--- src/rtl/ppu_run_ctrl.sv ---
// Bring-up and run sequencer for one ppu core: streams a program into IRAM, zeroes DRAM,
// runs the core under a cycle budget, then streams the first DUMP_WORDS DRAM words out.
module ppu_run_ctrl #(
   parameter int ADDR_W     = 8,
   parameter int DATA_W     = 8,
   parameter int RAM_SIZE   = 256,
   parameter int RUN_CYCLES = 1024,
   parameter int CNT_W      = 16,
   parameter int DUMP_WORDS = 10
) (
   input  logic              clk,
   input  logic              rst,
   input  logic              start,
   input  logic [ADDR_W:0]   load_len,
   input  logic              ld_valid,
   input  logic [DATA_W-1:0] ld_data,
   output logic              ld_ready,
   output logic              iram_we,
   output logic [ADDR_W-1:0] iram_addr,
   output logic [DATA_W-1:0] iram_wdata,
   output logic              dram_we,
   output logic              dram_re,
   output logic [ADDR_W-1:0] dram_addr,
   output logic [DATA_W-1:0] dram_wdata,
   input  logic [DATA_W-1:0] dram_rdata,
   output logic              core_rst,
   input  logic              core_halt,
   output logic              dp_valid,
   output logic [ADDR_W-1:0] dp_addr,
   output logic [DATA_W-1:0] dp_data,
   input  logic              dp_ready,
   output logic              busy,
   output logic              done,
   output logic              timeout
);

   localparam int LEN_W = ADDR_W + 1;
   localparam logic [LEN_W-1:0] RAM_SIZE_L = LEN_W'(RAM_SIZE);
   localparam logic [LEN_W-1:0] CLR_LAST   = LEN_W'(RAM_SIZE - 1);
   localparam logic [LEN_W-1:0] DUMP_LAST  = LEN_W'(DUMP_WORDS - 1);
   localparam logic [CNT_W-1:0] RUN_LAST   = CNT_W'(RUN_CYCLES - 1);

   typedef enum logic [2:0] {
      S_IDLE,
      S_LOAD,
      S_CLEAR,
      S_RUN,
      S_DUMP_RD,
      S_DUMP_OUT,
      S_DONE
   } state_t;

   state_t            state_q, state_d;
   logic [LEN_W-1:0]  len_q;
   logic [LEN_W-1:0]  len_clamped;
   logic [LEN_W-1:0]  ld_cnt;
   logic [LEN_W-1:0]  clr_cnt;
   logic [LEN_W-1:0]  dp_idx;
   logic [CNT_W-1:0]  run_cnt;

   logic start_ok;
   logic ld_fire;
   logic ld_last;
   logic clr_last;
   logic run_last;
   logic run_exit;
   logic budget_hit;
   logic dp_fire;

   assign len_clamped = (load_len > RAM_SIZE_L) ? RAM_SIZE_L : load_len;
   assign start_ok    = start && ((state_q == S_IDLE) || (state_q == S_DONE));
   assign ld_fire     = (state_q == S_LOAD) && ld_valid;
   assign ld_last     = (ld_cnt == len_q - LEN_W'(1));
   assign clr_last    = (clr_cnt == CLR_LAST);
   assign run_last    = (run_cnt == RUN_LAST);
   assign run_exit    = (state_q == S_RUN) && (core_halt || run_last);
   // Halt has priority over budget expiry when both land in the same cycle.
   assign budget_hit  = (state_q == S_RUN) && run_last && !core_halt;
   assign dp_fire     = (state_q == S_DUMP_OUT) && dp_valid && dp_ready;

   // NOTE: sequential state uses non-blocking assignments so every flop samples pre-edge values.
   always_ff @(posedge clk or negedge rst) begin
      if (!rst) state_q <= S_IDLE;
      else      state_q <= state_d;
   end

   always_comb begin
      // NOTE: every variable gets a default before the case, so no path infers a latch.
      state_d = state_q;
      unique case (state_q)
         S_IDLE, S_DONE: begin
            if (start) state_d = (len_clamped == '0) ? S_CLEAR : S_LOAD;
         end
         S_LOAD: begin
            if (ld_valid && ld_last) state_d = S_CLEAR;
         end
         S_CLEAR: begin
            if (clr_last) state_d = S_RUN;
         end
         S_RUN: begin
            if (core_halt || run_last) state_d = S_DUMP_RD;
         end
         S_DUMP_RD: begin
            state_d = S_DUMP_OUT;
         end
         S_DUMP_OUT: begin
            if (dp_valid && dp_ready) state_d = (dp_idx == DUMP_LAST) ? S_DONE : S_DUMP_RD;
         end
         default: state_d = S_IDLE;
      endcase
   end

   // Per-phase counters; each stops or returns to zero at its terminal count, never wraps.
   always_ff @(posedge clk or negedge rst) begin
      if (!rst) begin
         len_q   <= '0;
         ld_cnt  <= '0;
         clr_cnt <= '0;
         run_cnt <= '0;
         dp_idx  <= '0;
      end else begin
         if (start_ok) begin
            len_q  <= len_clamped;
            ld_cnt <= '0;
            dp_idx <= '0;
         end
         if (ld_fire && !ld_last) ld_cnt <= ld_cnt + LEN_W'(1);
         if (state_q == S_CLEAR) clr_cnt <= clr_last ? '0 : clr_cnt + LEN_W'(1);
         if (state_q == S_RUN) run_cnt <= run_exit ? '0 : run_cnt + CNT_W'(1);
         if (dp_fire && (dp_idx != DUMP_LAST)) dp_idx <= dp_idx + LEN_W'(1);
      end
   end

   // Status flags are flopped from the next state so they track the FSM cycle-exactly.
   always_ff @(posedge clk or negedge rst) begin
      if (!rst) begin
         core_rst <= 1'b0;
         busy     <= 1'b0;
         done     <= 1'b0;
         timeout  <= 1'b0;
      end else begin
         core_rst <= (state_d == S_RUN);
         busy     <= (state_d != S_IDLE) && (state_d != S_DONE);
         done     <= (state_d == S_DONE);
         if (start_ok)        timeout <= 1'b0;
         else if (budget_hit) timeout <= 1'b1;
      end
   end

   // The first DUMP_OUT cycle waits for the RAM read data, then the word is held until taken.
   always_ff @(posedge clk or negedge rst) begin
      if (!rst) begin
         dp_valid <= 1'b0;
         dp_addr  <= '0;
         dp_data  <= '0;
      end else if ((state_q == S_DUMP_OUT) && !dp_valid) begin
         dp_valid <= 1'b1;
         dp_addr  <= dp_idx[ADDR_W-1:0];
         dp_data  <= dram_rdata;
      end else if (dp_fire) begin
         dp_valid <= 1'b0;
      end
   end

   assign ld_ready   = (state_q == S_LOAD);
   assign iram_we    = ld_fire;
   assign iram_addr  = ld_cnt[ADDR_W-1:0];
   assign iram_wdata = ld_data;

   assign dram_we    = (state_q == S_CLEAR);
   assign dram_re    = (state_q == S_DUMP_RD);
   assign dram_wdata = '0;

   always_comb begin
      dram_addr = '0;
      if (state_q == S_CLEAR)        dram_addr = clr_cnt[ADDR_W-1:0];
      else if (state_q == S_DUMP_RD) dram_addr = dp_idx[ADDR_W-1:0];
   end

endmodule
--- config.mk ---
export PLATFORM = sky130hd
export DESIGN_NAME = ppu_run_ctrl
export DESIGN_NICKNAME = d
export VERILOG_FILES = /design/src/rtl/ppu_run_ctrl.sv
export SDC_FILE = /design/constraint.sdc
export NUM_CORES = 1
export LEC_CHECK = 0
export ABC_AREA = 1
export CAP_MARGIN = 25
export CORE_AREA = 10 10 130 132
export CTS_CLUSTER_DIAMETER = 150
export CTS_CLUSTER_SIZE = 30
export DETAILED_ROUTE_END_ITERATION = 10
export DIE_AREA = 0 0 140 142
export PLACE_DENSITY = 0.53
export SLEW_MARGIN = 10
export SYNTH_ARGS = -nofsm -noshare
export SYNTH_HDL_FRONTEND = slang
export SYNTH_SLANG_ARGS = --single-unit
export TNS_END_PERCENT = 100
--- constraint.sdc ---
create_clock -name clk -period 5.45 [get_ports clk]
set_clock_uncertainty 0.1 [all_clocks]
set_input_delay 1.09 -clock clk [delete_from_list [all_inputs] [get_ports clk]]
set_output_delay 1.09 -clock clk [all_outputs]
set_load 0.03 [all_outputs]
==> flow_summary.yaml <==
critical_path:
  path_buf_inv: 2
  crit_chain: "nand3_1, inv_1, nand2_1, o21ai_0, clkdlybuf4s50_1"
  crit_family: "buffers and inverters"
  arrival_ns: 2.56
  endpoint_kind: "output pin"
  max_stage_delay_ns: 0.70
  critPathKind: "flop to output pin"
  critPathSlowestCell: "clkdlybuf4s50_1"
  critPathLaunchType: "flop"
  ff2ff_setup_slack_ns: 3.24
  cp_max_fo: 13
  required_ns: 4.26
placed_design:
  place_hpwl_mm: 8.06
  port_buffers: 63
  gp_congestion: 0.802
cts:
  cts_resized: 0
  cts_tree: "done"
  h-tree-depth: 3
  clk_latency_ns: 0.34
  path_clk_slew_ns: 0.06
  numClockSinks: 76
  cts_root_buffer: "clkbuf_16"
  cts_buffer_depth: 2
  hold_buffers: 0
  cts_made_buffers: 9
  post-cts-setup-buffers: 0
routing:
  viasPerCell: 4.55
  first_pass_iters: 4
  wl_mm: 10.5
  drt_first_iter_violations: 217
  wl_per_cell_um: 13.9
  drc: 0
  num_vias: 3440
  ant_nets: 0
synthesis:
  ys_seq_area_frac: 0.439
  synth.area.top_cells: "dfrtp_1 44%, nand2_1 7.4%, inv_1 6.1%, nor2_1 4.5%, buf_4 4.3%"
  ys.flop_type: "dfrtp_1"
  syn_area_per_cell_sq_um: 8.38
  ys_types: 45
  ys_ff_latch: 76
  synthTopCellsByCount: "86 x nand2_1, 76 x dfrtp_1, 70 x inv_1"
  synth_top_area_cell: "dfrtp_1"
  synth-edff-count: 0
  yosysWarnings: 0
  syn_inst: 517
  synth_top_area_share: 0.439
  syn_area_sq_um: 4330
  async_reset_ff_frac: 1.00
  synth.most_common_cell: "nand2_1"
floorplanning:
  pin_count: 88
  coreArea_sq_um: 14300
  fp-row-count: 44
  die_w_um: 140
  fp.dieH_um: 142
  initial_core_util: 0.303
  die-area_sq_um: 19900
sta:
  fin_tns_setup_ns: 0
  period_minus_slack_ns: 3.75
  finalSetupViolations: 0
  slew-limit-headroom: 0.519
  period_share: 0.689
  fmaxAchievable_mhz: 266
  tightest_slew_ns: 0.717
  rsz0062_at_grt: "no"
  hold_viol_final: 0
  slew_viol_final: 0
grt:
  first_global_vias: 3532
  antenna_found_initial: 0
  grt_pass1_wl_mm: 17.8
  grt_max_degree: 77
  grt_use_total: 0.109
  grt-ovfl-total: 0
power_and_ir_drop:
  peakVddDrop_uv: 193
  powerDensity_nw_per_um2: 462
  p_leak_nw: 2.36
  power_w: 0.00244
flow_run:
  drv_cap: 0
finish:
  fin_util: 0.370
  drive_gt1_frac: 0.122
  multi_input_area_sq_um: 1930
  fillers: 1482
  nets: 604
  antennaDiodeCount: 0
  seqCellArea_sq_um: 1900
  area_growth_pct: 22.2
outcome:
  outcome: "finished, final reports clean"
min_path:
  hp-class: "flop to flop"
## final cells by class
| cell class | count | share of cell area |
|---|---|---|
| Multi-Input combinational cell | 337 | 0.364 |
| Sequential cell | 76 | 0.359 |
| Timing Repair Buffer | 64 | 0.124 |
| Inverter | 79 | 0.0560 |
| Clock buffer | 11 | 0.0440 |
| Tap cell | 184 | 0.0435 |
| Clock inverter | 5 | 0.00992 |
## metal layers
layer	wire (um)	GRT usage	vias to the layer above
met1	4870	0.135	1602
met3	463	0.0304	10
met2	5020	0.176	72
met5	0	0	-
met4	182	0.0440	0
li1	-	-	1756
## stage by stage
| step | cell area, sq um | hold slack (ns) | worst slack, ns | cells |
|---|---|---|---|---|
| finish | 5300 | 0.368 | 1.70 | 756 |
| global route | 5300 | 0.410 | 1.47 | 756 |
| CTS | 5270 | 0.371 | 1.67 | 755 |
| detailed placement | 4980 | 0.363 | 1.71 | 739 |
| global placement | 4980 | 0.356 | 1.75 | 739 |
| floorplan | 4360 | 0.335 | 2.66 | 524 |
## layout by cell type, fill, tap and decap left out, types with 9 or more instances in the layout
master           instances
nand4_1                 10
dfrtp_1                 76
nand2_1                 86
clkbuf_16                9
a21oi_1                 10
o21ai_0                 25
inv_2                    9
nand3_1                 30
inv_1                   70
o22ai_1                 17
nor2_1                  52
clkdlybuf4s50_1         62
xor2_1                  14
## state kept, by name, indices dropped and copies added (netlist names), 3 cells and up
name,cells
run_cnt,16
ld_cnt,9
state_q,3
len_q,9
dp_idx,9
clr_cnt,9
dp_addr,8
dp_data,8
## report_power, final
part	internal, W	switching (W)
clock	0.000352	0.000236
sequential	0.000710	0.000123
combinational	0.000384	0.000640
total	0.00145	0.000998
## cells by family after synthesis
logic type	count (synthesis)	share of synthesized area
AOI/OAI and AO/OA	76	0.106
xor gates and xnor gates	19	0.0401
adders and majority gates	6	0.0173
buffers and inverters	111	0.123
DFF	76	0.439
muxes	9	0.0231
other	1	0.000865
and+or+nand+nor	219	0.251
## path summary, 6_finish.rpt
path	depth (start not counted)	endpoint	startpoint
max	5	dram_addr[3]	state_q[1]
min	1	run_cnt[15]	run_cnt[15]
max reg2reg	6	dp_idx[2]	dp_idx[1]
min reg2reg	1	run_cnt[15]	run_cnt[15]
max in group asynchronous	2	ld_cnt[0]	rst
min in group asynchronous	1	dp_addr[5]	rst
No activity file was read; power rests on OpenSTA's default activity.
